$ cat src/rtl/wb_misc_arbiter_if.sv
// Wishbone pipelined bus bundle; signal directions are named from the slave side
// (dat_i = write data into the slave, dat_o = read data out of the slave).
interface if_wb;
    logic [31:0] adr;
    logic [31:0] dat_i;
    logic [31:0] dat_o;
    logic [3:0]  sel;
    logic        we;
    logic        cyc;
    logic        stb;
    logic        stall;
    logic        ack;

    modport master (
        output adr, dat_i, sel, we, cyc, stb,
        input  dat_o, stall, ack
    );

    modport slave (
        input  adr, dat_i, sel, we, cyc, stb,
        output dat_o, stall, ack
    );
endinterface

$ cat src/rtl/wb_misc_arbiter.sv
// Two-master round-robin Wishbone arbiter in front of one pipelined slave.
// Latches the accepted request and completes stuck cycles with a watchdog.
//
// state  | meaning
// S_IDLE | no owner; accept one request this cycle (round-robin on contention)
// S_REQ  | strobe latched request to the slave until it stops stalling
// S_WAIT | strobe dropped, waiting for slave ack or watchdog expiry
module wb_misc_arbiter #(
    parameter int unsigned TIMEOUT = 16,
    parameter logic [31:0] TO_DATA = 32'hFFFF_FFFF
) (
    input  logic       clk_i,
    input  logic       rst_ni,
    if_wb.slave        m0,
    if_wb.slave        m1,
    if_wb.master       s,
    output logic [1:0] grant,
    output logic       timeout
);
    localparam logic [7:0] CNT_LAST = 8'(TIMEOUT - 1);

    typedef enum logic [1:0] {
        S_IDLE = 2'd0,
        S_REQ  = 2'd1,
        S_WAIT = 2'd2
    } state_t;

    state_t      r_state;
    state_t      w_state_nxt;
    logic [1:0]  r_grant;
    logic        r_last;
    logic [7:0]  r_cnt;
    logic [31:0] r_adr;
    logic [31:0] r_dat;
    logic [3:0]  r_sel;
    logic        r_we;

    logic w_req0;
    logic w_req1;
    logic w_sel_valid;
    logic w_sel_idx;
    logic w_own_cyc;
    logic w_abort;
    logic w_done_ack;
    logic w_done_to;
    logic w_done;

    assign w_req0      = m0.cyc & m0.stb;
    assign w_req1      = m1.cyc & m1.stb;
    assign w_sel_valid = w_req0 | w_req1;
    assign w_sel_idx   = (w_req0 & w_req1) ? ~r_last : w_req1;

    // Owner dropping cyc abandons the cycle; it also masks any ack/timeout.
    assign w_own_cyc  = r_grant[1] ? m1.cyc : m0.cyc;
    assign w_abort    = (r_state != S_IDLE) & ~w_own_cyc;
    assign w_done_ack = (r_state == S_WAIT) & ~w_abort & s.ack;
    assign w_done_to  = (r_state == S_WAIT) & ~w_abort & ~s.ack & (r_cnt == CNT_LAST);
    assign w_done     = w_done_ack | w_done_to;

    always_comb begin
        w_state_nxt = r_state;
        case (r_state)
            S_IDLE: if (w_sel_valid) w_state_nxt = S_REQ;
            S_REQ: begin
                if (w_abort)       w_state_nxt = S_IDLE;
                else if (!s.stall) w_state_nxt = S_WAIT;
            end
            S_WAIT: if (w_abort || w_done) w_state_nxt = S_IDLE;
            default: w_state_nxt = S_IDLE;
        endcase
    end

    always_ff @(posedge clk_i or negedge rst_ni) begin
        if (!rst_ni) begin
            r_state <= S_IDLE;
            r_grant <= 2'b00;
            r_last  <= 1'b1;
            r_cnt   <= 8'd0;
            r_adr   <= 32'd0;
            r_dat   <= 32'd0;
            r_sel   <= 4'd0;
            r_we    <= 1'b0;
        end else begin
            r_state <= w_state_nxt;
            case (r_state)
                S_IDLE: begin
                    if (w_sel_valid) begin
                        r_adr   <= w_sel_idx ? m1.adr   : m0.adr;
                        r_dat   <= w_sel_idx ? m1.dat_i : m0.dat_i;
                        r_sel   <= w_sel_idx ? m1.sel   : m0.sel;
                        r_we    <= w_sel_idx ? m1.we    : m0.we;
                        r_grant <= w_sel_idx ? 2'b10 : 2'b01;
                        r_last  <= w_sel_idx;
                    end
                end
                S_REQ: begin
                    r_cnt <= 8'd0;
                    if (w_abort) r_grant <= 2'b00;
                end
                S_WAIT: begin
                    r_cnt <= r_cnt + 8'd1;
                    if (w_state_nxt == S_IDLE) r_grant <= 2'b00;
                end
                default: r_grant <= 2'b00;
            endcase
        end
    end

    assign s.cyc   = ((r_state == S_REQ) | (r_state == S_WAIT)) & ~w_done_to;
    assign s.stb   = (r_state == S_REQ);
    assign s.adr   = r_adr;
    assign s.dat_i = r_dat;
    assign s.sel   = r_sel;
    assign s.we    = r_we;

    assign m0.stall = ~((r_state == S_IDLE) & w_sel_valid & ~w_sel_idx);
    assign m1.stall = ~((r_state == S_IDLE) & w_sel_valid &  w_sel_idx);
    assign m0.ack   = w_done & r_grant[0];
    assign m1.ack   = w_done & r_grant[1];
    assign m0.dat_o = w_done_to ? TO_DATA : s.dat_o;
    assign m1.dat_o = w_done_to ? TO_DATA : s.dat_o;

    assign grant   = r_grant;
    assign timeout = w_done_to;
endmodule

$ cat src/flat_wrapper.sv
// flat-port wrapper written by rule: the top's interface ports become plain ports
module wb_misc_arbiter_flat 
#(
    parameter int unsigned TIMEOUT = 16,
    parameter logic [31:0] TO_DATA = 32'hFFFF_FFFF
)
  (clk_i, rst_ni, grant, timeout, m0_adr, m0_dat_i, m0_sel, m0_we, m0_cyc, m0_stb, m0_dat_o, m0_stall, m0_ack, m1_adr, m1_dat_i, m1_sel, m1_we, m1_cyc, m1_stb, m1_dat_o, m1_stall, m1_ack, s_adr, s_dat_i, s_sel, s_we, s_cyc, s_stb, s_dat_o, s_stall, s_ack);
  if_wb m0_i ();
  if_wb m1_i ();
  if_wb s_i ();
  input  logic clk_i;
  input  logic rst_ni;
  output logic [1:0] grant;
  output logic timeout;
  input wire logic [$bits(m0_i.adr)-1:0] m0_adr;
  input wire logic [$bits(m0_i.dat_i)-1:0] m0_dat_i;
  input wire logic [$bits(m0_i.sel)-1:0] m0_sel;
  input wire logic [$bits(m0_i.we)-1:0] m0_we;
  input wire logic [$bits(m0_i.cyc)-1:0] m0_cyc;
  input wire logic [$bits(m0_i.stb)-1:0] m0_stb;
  output wire logic [$bits(m0_i.dat_o)-1:0] m0_dat_o;
  output wire logic [$bits(m0_i.stall)-1:0] m0_stall;
  output wire logic [$bits(m0_i.ack)-1:0] m0_ack;
  input wire logic [$bits(m1_i.adr)-1:0] m1_adr;
  input wire logic [$bits(m1_i.dat_i)-1:0] m1_dat_i;
  input wire logic [$bits(m1_i.sel)-1:0] m1_sel;
  input wire logic [$bits(m1_i.we)-1:0] m1_we;
  input wire logic [$bits(m1_i.cyc)-1:0] m1_cyc;
  input wire logic [$bits(m1_i.stb)-1:0] m1_stb;
  output wire logic [$bits(m1_i.dat_o)-1:0] m1_dat_o;
  output wire logic [$bits(m1_i.stall)-1:0] m1_stall;
  output wire logic [$bits(m1_i.ack)-1:0] m1_ack;
  output wire logic [$bits(s_i.adr)-1:0] s_adr;
  output wire logic [$bits(s_i.dat_i)-1:0] s_dat_i;
  output wire logic [$bits(s_i.sel)-1:0] s_sel;
  output wire logic [$bits(s_i.we)-1:0] s_we;
  output wire logic [$bits(s_i.cyc)-1:0] s_cyc;
  output wire logic [$bits(s_i.stb)-1:0] s_stb;
  input wire logic [$bits(s_i.dat_o)-1:0] s_dat_o;
  input wire logic [$bits(s_i.stall)-1:0] s_stall;
  input wire logic [$bits(s_i.ack)-1:0] s_ack;
  assign m0_i.adr = m0_adr;
  assign m0_i.dat_i = m0_dat_i;
  assign m0_i.sel = m0_sel;
  assign m0_i.we = m0_we;
  assign m0_i.cyc = m0_cyc;
  assign m0_i.stb = m0_stb;
  assign m0_dat_o = m0_i.dat_o;
  assign m0_stall = m0_i.stall;
  assign m0_ack = m0_i.ack;
  assign m1_i.adr = m1_adr;
  assign m1_i.dat_i = m1_dat_i;
  assign m1_i.sel = m1_sel;
  assign m1_i.we = m1_we;
  assign m1_i.cyc = m1_cyc;
  assign m1_i.stb = m1_stb;
  assign m1_dat_o = m1_i.dat_o;
  assign m1_stall = m1_i.stall;
  assign m1_ack = m1_i.ack;
  assign s_adr = s_i.adr;
  assign s_dat_i = s_i.dat_i;
  assign s_sel = s_i.sel;
  assign s_we = s_i.we;
  assign s_cyc = s_i.cyc;
  assign s_stb = s_i.stb;
  assign s_i.dat_o = s_dat_o;
  assign s_i.stall = s_stall;
  assign s_i.ack = s_ack;
  wb_misc_arbiter #(.TIMEOUT(TIMEOUT), .TO_DATA(TO_DATA)) u_core (.clk_i(clk_i), .rst_ni(rst_ni), .m0(m0_i), .m1(m1_i), .s(s_i), .grant(grant), .timeout(timeout));
endmodule
$ cat config.mk
export PLATFORM = sky130hd
export DESIGN_NAME = wb_misc_arbiter_flat
export DESIGN_NICKNAME = d
export VERILOG_FILES = /design/src/rtl/wb_misc_arbiter_if.sv /design/src/rtl/wb_misc_arbiter.sv /design/src/flat_wrapper.sv
export SDC_FILE = /design/constraint.sdc
export NUM_CORES = 1
export LEC_CHECK = 0
export CAP_MARGIN = 30
export CORE_ASPECT_RATIO = 0.75
export CORE_MARGIN = 4
export CORE_UTILIZATION = 34
export DETAILED_ROUTE_END_ITERATION = 8
export PLACE_DENSITY = 0.82
export SKIP_CTS_REPAIR_TIMING = 1
export SKIP_LAST_GASP = 1
export SLEW_MARGIN = 10
export SYNTH_ARGS = -nofsm -noshare
export SYNTH_HDL_FRONTEND = slang
export SYNTH_SLANG_ARGS = --single-unit
$ cat constraint.sdc
create_clock -name clk_i -period 2.4 [get_ports clk_i]
set_input_delay 0.48 -clock clk_i [delete_from_list [all_inputs] [get_ports clk_i]]
set_output_delay 0.48 -clock clk_i [all_outputs]
set_load 0.02 [all_outputs]
---- Word-level counts from Yosys, hierarchy flattened ----
Index checks and enable logic that the tools add are counted.
storage, ports and cells
  register bits ........................... 82
  output and inout port bits .............. 142
  logic and storage cells ................. 65
cells by class
  $add $sub $neg .......................... 1
  equality and inequality tests ........... 6
  multiplexer cells ....................... 18
  bitwise gates (word level) .............. 25
  reductions and logical operators ........ 7
operator list
  kind                                                                      number
  32-bit 2-to-1 mux                                                         3
  2-bit 2-to-1 mux                                                          8
  8-bit one-hot mux with 2 select lines                                     1
  1-bit AND                                                                 14
  2-bit one-hot mux with 3 select lines                                     2
  8-bit by 1-bit adder with 8-bit output (second input constant)            1
  8-bit by 4-bit == test with 1-bit output (second input constant)          1
  1-bit inverter                                                            8
  2-bit logical NOT                                                         2
  4-bit 2-to-1 mux                                                          1
  2-bit by 1-bit inequality test with 1-bit output (second input constant)  2
  2-bit nonzero test                                                        2
  1-bit 2-to-1 mux                                                          3
  1-bit bitwise OR                                                          3
  3-bit AND reduction                                                       1
  2-bit by 1-bit == test with 1-bit output (second input constant)          1
  2-bit == test (second input constant)                                     1
  2-bit inequality test (second input constant)                             1
  2-bit AND reduction                                                       1
  1-bit logical OR                                                          1

---- Logic depth before layout (Yosys ltp) ----
Gate-level depths: netlist of the first run.
  word-level depth ........................ 14
  gate-level depth with buffers ........... 8
  gate-level depth less buffers ........... 7

---- Least setup slack after synthesis of the first run ----
OpenSTA, ideal clock, no wires.
  path kind ............................... flip-flop to output port
  start ................................... register u_core.r_state[0]
  end ..................................... output m1_dat_o[10]
  arrival time ............................ 1936 ps
  path slack .............................. -16 ps
  cell stages (with the launch flop) ...... 9
  buffers on the path ..................... 3
  cells stage by stage .................... dfrtp_1 inv_1 ha_1 clkbuf_1 o21ai_2 or3_4 buf_2 nand2b_1 buf_4
on the way
  word-level cells in the longest chain between the ends .. 7
  elaborated cells on any way between the ends .. 8
RTL lines
  what                       line                   RTL
  start, declared            wb_misc_arbiter.sv:28  state_t r_state;
  start signal, assigned     wb_misc_arbiter.sv:84  r_state <= w_state_nxt;
  2-bit nonzero test         wb_misc_arbiter.sv:55  assign w_abort = (r_state != S_IDLE) & ~w_own_cyc;
  1-bit AND                  wb_misc_arbiter.sv:55
  1-bit inverter             wb_misc_arbiter.sv:57  assign w_done_to = (r_state == S_WAIT) & ~w_abort & ~s.ack & (r_cnt == CNT_LAST);
  1-bit AND * (3 in series)  wb_misc_arbiter.sv:57
  32-bit 2-to-1 mux *        -
  end, declared              flat_wrapper.sv:30     output wire logic [$bits(m1_i.dat_o)-1:0] m1_dat_o;
Mark *: on every way between the ends. The rest lies on a longest branch, timed or not.

---- Final worst setup path of the first run ----
  start ................................... register u_core.r_cnt[5]
  end ..................................... output m0_dat_o[18]
on the way
  word-level cells in the longest chain between the ends .. 3
RTL lines
  what                                      line                    RTL
  start, declared                           wb_misc_arbiter.sv:32   logic [7:0] r_cnt;
  start signal, assigned                    wb_misc_arbiter.sv:101  r_cnt <= r_cnt + 8'd1;
  8-bit by 4-bit == test with 1-bit output  wb_misc_arbiter.sv:57
  1-bit AND                                 wb_misc_arbiter.sv:57
  32-bit 2-to-1 mux                         wb_misc_arbiter.sv:120  assign m0.dat_o = w_done_to ? TO_DATA : s.dat_o;
  end, declared                             flat_wrapper.sv:21      output wire logic [$bits(m0_i.dat_o)-1:0] m0_dat_o;
Every way passes these cells.

==> results of run 1 <==
per-stage QoR:
step	cells	TNS [ns]	util (%)	worst slack [ns]	total power, mW
final	881	-4.554	65.17	-0.1538	7.709
after global routing	881	-9.702	65.17	-0.2424	8.131
after CTS	872	-44.10	65.21	-0.7387	7.773
after detailed placement	856	-48.01	62.93	-0.7348	6.482
after global placement	856	-42.68	62.93	-0.7044	6.358
after floorplan	401	0	-	0.09574	4.394
power by group through the flow:
stage | Combinational (mW) | Clock [mW] | Sequential (mW)
after global routing | 4.39 | 1.35 | 2.39
after detailed placement | 4.15 | 0 | 2.33
after CTS | 4.16 | 1.29 | 2.32
final | 4.13 | 1.25 | 2.33
after global placement | 4.06 | 0 | 2.30
after floorplan | 1.40 | 0 | 2.99
worst max-delay path, cell delays in order (launching register included):
cell            delay [ns]
dfrtp_1               0.41
nor4_4                0.32
nand2_2               0.11
buf_6                 0.13
or3_4                 0.44
nand2b_4              0.11
dlymetal6s2s_1        0.24
path summary, 6_finish.rpt:
check / start / end / slack (ns) / cells after the start
setup / recovery: u_core.r_cnt[5] / m0_dat_o[18] / -0.15 / 6
hold / removal: rst_ni / u_core.s.dat_i[1] / 0.1 / 1
setup reg to reg: u_core.r_state[0] / u_core.s.dat_i[24] / 0.32 / 7
hold reg to reg: u_core.r_last / u_core.r_last / 0.48 / 2
max in group asynchronous: rst_ni / u_core.r_last / 1.62 / 2
min in group clk_i: u_core.r_last / u_core.r_last / 0.48 / 2
cells by family after synthesis:
logic type / count (synthesis)
muxes: 2
DFF: 82
adders and majority gates: 5
and+or+nand+nor: 70
buffers and inverters: 140
AOI/OAI and AO/OA: 102
final cells by class:
cell class	instances	area share (%)
Clock buffer	10	2.971
Timing Repair Buffer	358	43.21
Antenna cell	1	0.03247
Tap cell	162	2.630
Inverter	80	3.896
Multi-Input combinational cell	182	20.08
Sequential cell	82	26.64
Clock inverter	6	0.5357
placed cells by master, fill, tap and decap left out, types with 2 or more instances in the layout:
cell,count
o31a_1,2
ha_1,5
clkbuf_2,33
dfrtp_1,81
inv_1,78
nand2b_1,22
a31o_1,2
inv_2,2
a21oi_1,2
buf_6,12
a22o_1,2
buf_4,56
nand2b_4,10
nand2_1,13
nand3_1,5
nor2b_1,2
or3_4,4
a21bo_2,2
a222oi_1,69
and3_1,4
nor2_1,4
clkinvlp_4,3
dlymetal6s2s_1,8
nand2_2,2
o31ai_1,5
clkdlybuf4s50_1,246
buf_12,2
clkinv_2,2
clkbuf_16,9
nor3_1,3
o21ai_0,9
flip-flops by register name, summed over array words and instances, names as in the netlist:
register        cells
u_core.grant        2
u_core.r_state      2
u_core.s.dat_i     32
u_core.r_last       1
u_core.r_cnt        8
u_core.s.sel        4
u_core.s.adr       32
u_core.s.we         1
per-layer routing:
| metal | global-route usage, % | part of all wire, % |
|---|---|---|
| met1 | 25.73 | 35 |
| met2 | 40.99 | 51 |
| met3 | 7.012 | 9.4 |
| met4 | 9.065 | 3.9 |
| met5 | 0 | 0 |
==> impl_metrics.csv, run 1 <==
group,metric,value,unit
layout,nFillCells,944,
placed_design,port_buffers,319,
pwr,combPwrFrac,53.5,%
pwr,peakVddDrop,0.5202,mV
synthesis,synth_top_family_by_area,"compound AO/OA/AOI/OAI gates",
die,die_h,104.2,um
clock_tree,clk_pin_slew_worst_paths,0.07,ns
timing,tightest_slew,0.7516,ns
clock_tree,root_buffer,"clkbuf_16",
synthesis,ys.flop_type,"dfrtp_1",
pwr,p_clk_share,16.2,%
global_routing,grt_pass1_vias,4646,
route,via_per_inst,5.241,
synthesis,yosys-top-cells-count,"dfrtp_1, inv_1, a222oi_1",
clock_tree,clock_path_buffers,2,
clock_tree,cts_tree,"yes",
pwr,netSwitchingPower,2.975,mW
synthesis,synthXorXnorAreaFrac,0,%
global_routing,grt_antenna_before_repair,1,
placed_design,gp_congestion,0.8636,
placed_design,hpwl,13660,um
pwr,total_leakage_power,3.746,nW
route,totalWireLength,17430,um
die,core_area,11830,um^2
global_routing,grt_max_degree,70,
timing,fin_crit,2.554,ns
critical_path,critPathMaxFanout,8,
layout,multi_input_area,1548,um^2
synthesis,synth-compound-area-share,22.11,%
synthesis,yosys_warnings,0,
pwr,internal_power,4.734,mW
timing,slew_headroom,49.89,%
route,postRouteAntennaNets,0,
synthesis,synth_fa_ha_area_share,1.492,%
timing,holdWs,0.09511,ns
clock_tree,cts_made_buffers,9,
die,die_w,136.2,um
die,ios,320,
global_routing,grt-ovfl-total,0,
synthesis,syn-cell-area,4193,um^2
layout,area_delta_synth_final,83.83,%
timing,fin_crit_sh,106.4,%
synthesis,yosysTopAreaCellShare,48.34,%
synthesis,avgSynthCellArea,10.46,um^2
synthesis,ys_seq_area_share,48.97,%
run,maxCapViolCount,0,
pwr,swShare,38.59,%
layout,seq_area,2053,um^2
timing,rsz0062_at_grt,"true",
clock_tree,insertion_delay,0.32,ns
timing,clock_skew,0.008792,ns
synthesis,synthesis.nets,584,
synthesis,synth_largest_area_cell,"dfrtp_1",
die,initial_utilization,35.45,%
clock_tree,clkSinkCount,82,
route,route.detailed.drc,11,
global_routing,grt_pass1_wl,25810,um
synthesis,yosysMostFrequentCell,"dfrtp_1",
route,wire_per_inst,19.78,um
layout,layout-drive-gt1-share,20.33,%
status,violations,"DRC, setup timing",
timing,hold_viol_final,0,
synthesis,ys_top_cells_by_area,"dfrtp_1, a222oi_1, inv_1",
pwr,powerDensity,1000,nW/um^2
synthesis,syn_inst,401,
critical_path,cp.arrival,2.07,ns
layout,fin_area,7707,um^2
worst_hold_path,hold_path_class,"in -> async",
clock_tree,htreeDepth,3,
route,vias,4617,
critical_path,cp-start-kind,"flop",
status,status,"finished, violations left",
synthesis,yosys.area_share.simple,9.699,%
pwr,p_seq_share,30.2,%
layout,finalNetCount,896,
synthesis,synthMuxAreaShare,0.5968,%
synthesis,synth.distinct_cells,40,
timing,finalSetupViolations,64,
global_routing,grtUsageTotal,23.12,%
synthesis,ys_async_sr_fraction,100.0,%
synthesis,synth_edf_count,0,
timing,setup_slack,-0.1538,ns
critical_path,crit_path_end_kind,"output port",
die,die_area,14190,um^2
timing,fmax,391.6,MHz
die,placementRows,34,
timing,finalMaxSlewViolations,0,
route,drtPass1Iterations,9,
critical_path,crit_type,"reg -> out",
critical_path,worstPathRequired,1.92,ns
placed_design,dpl_cell_area,7442,um^2
synthesis,synth-seq-cells,82,
route,drtIter0Drc,522,
Power figures use the tool's default switching activity.
==> run 2: changes to the inputs <==
--- a/config.mk
+++ b/config.mk
@@ -13,7 +13,7 @@
 export PLACE_DENSITY = 0.82
 export SKIP_CTS_REPAIR_TIMING = 1
 export SKIP_LAST_GASP = 1
-export SLEW_MARGIN = 10
+export SLEW_MARGIN = 15
 export SYNTH_ARGS = -nofsm -noshare
 export SYNTH_HDL_FRONTEND = slang
 export SYNTH_SLANG_ARGS = --single-unit
==> results of run 2 <==
Same layout as run 1: the final DEF is identical, and so are final timing and power.
==> run 3: changes to the inputs <==
--- a/config.mk
+++ b/config.mk
@@ -5,7 +5,7 @@
 export SDC_FILE = /design/constraint.sdc
 export NUM_CORES = 1
 export LEC_CHECK = 0
-export CAP_MARGIN = 30
+export CAP_MARGIN = 0
 export CORE_ASPECT_RATIO = 0.75
 export CORE_MARGIN = 4
 export CORE_UTILIZATION = 34
==> results of run 3 <==
Same layout as run 1: the final DEF is identical, and so are final timing and power.
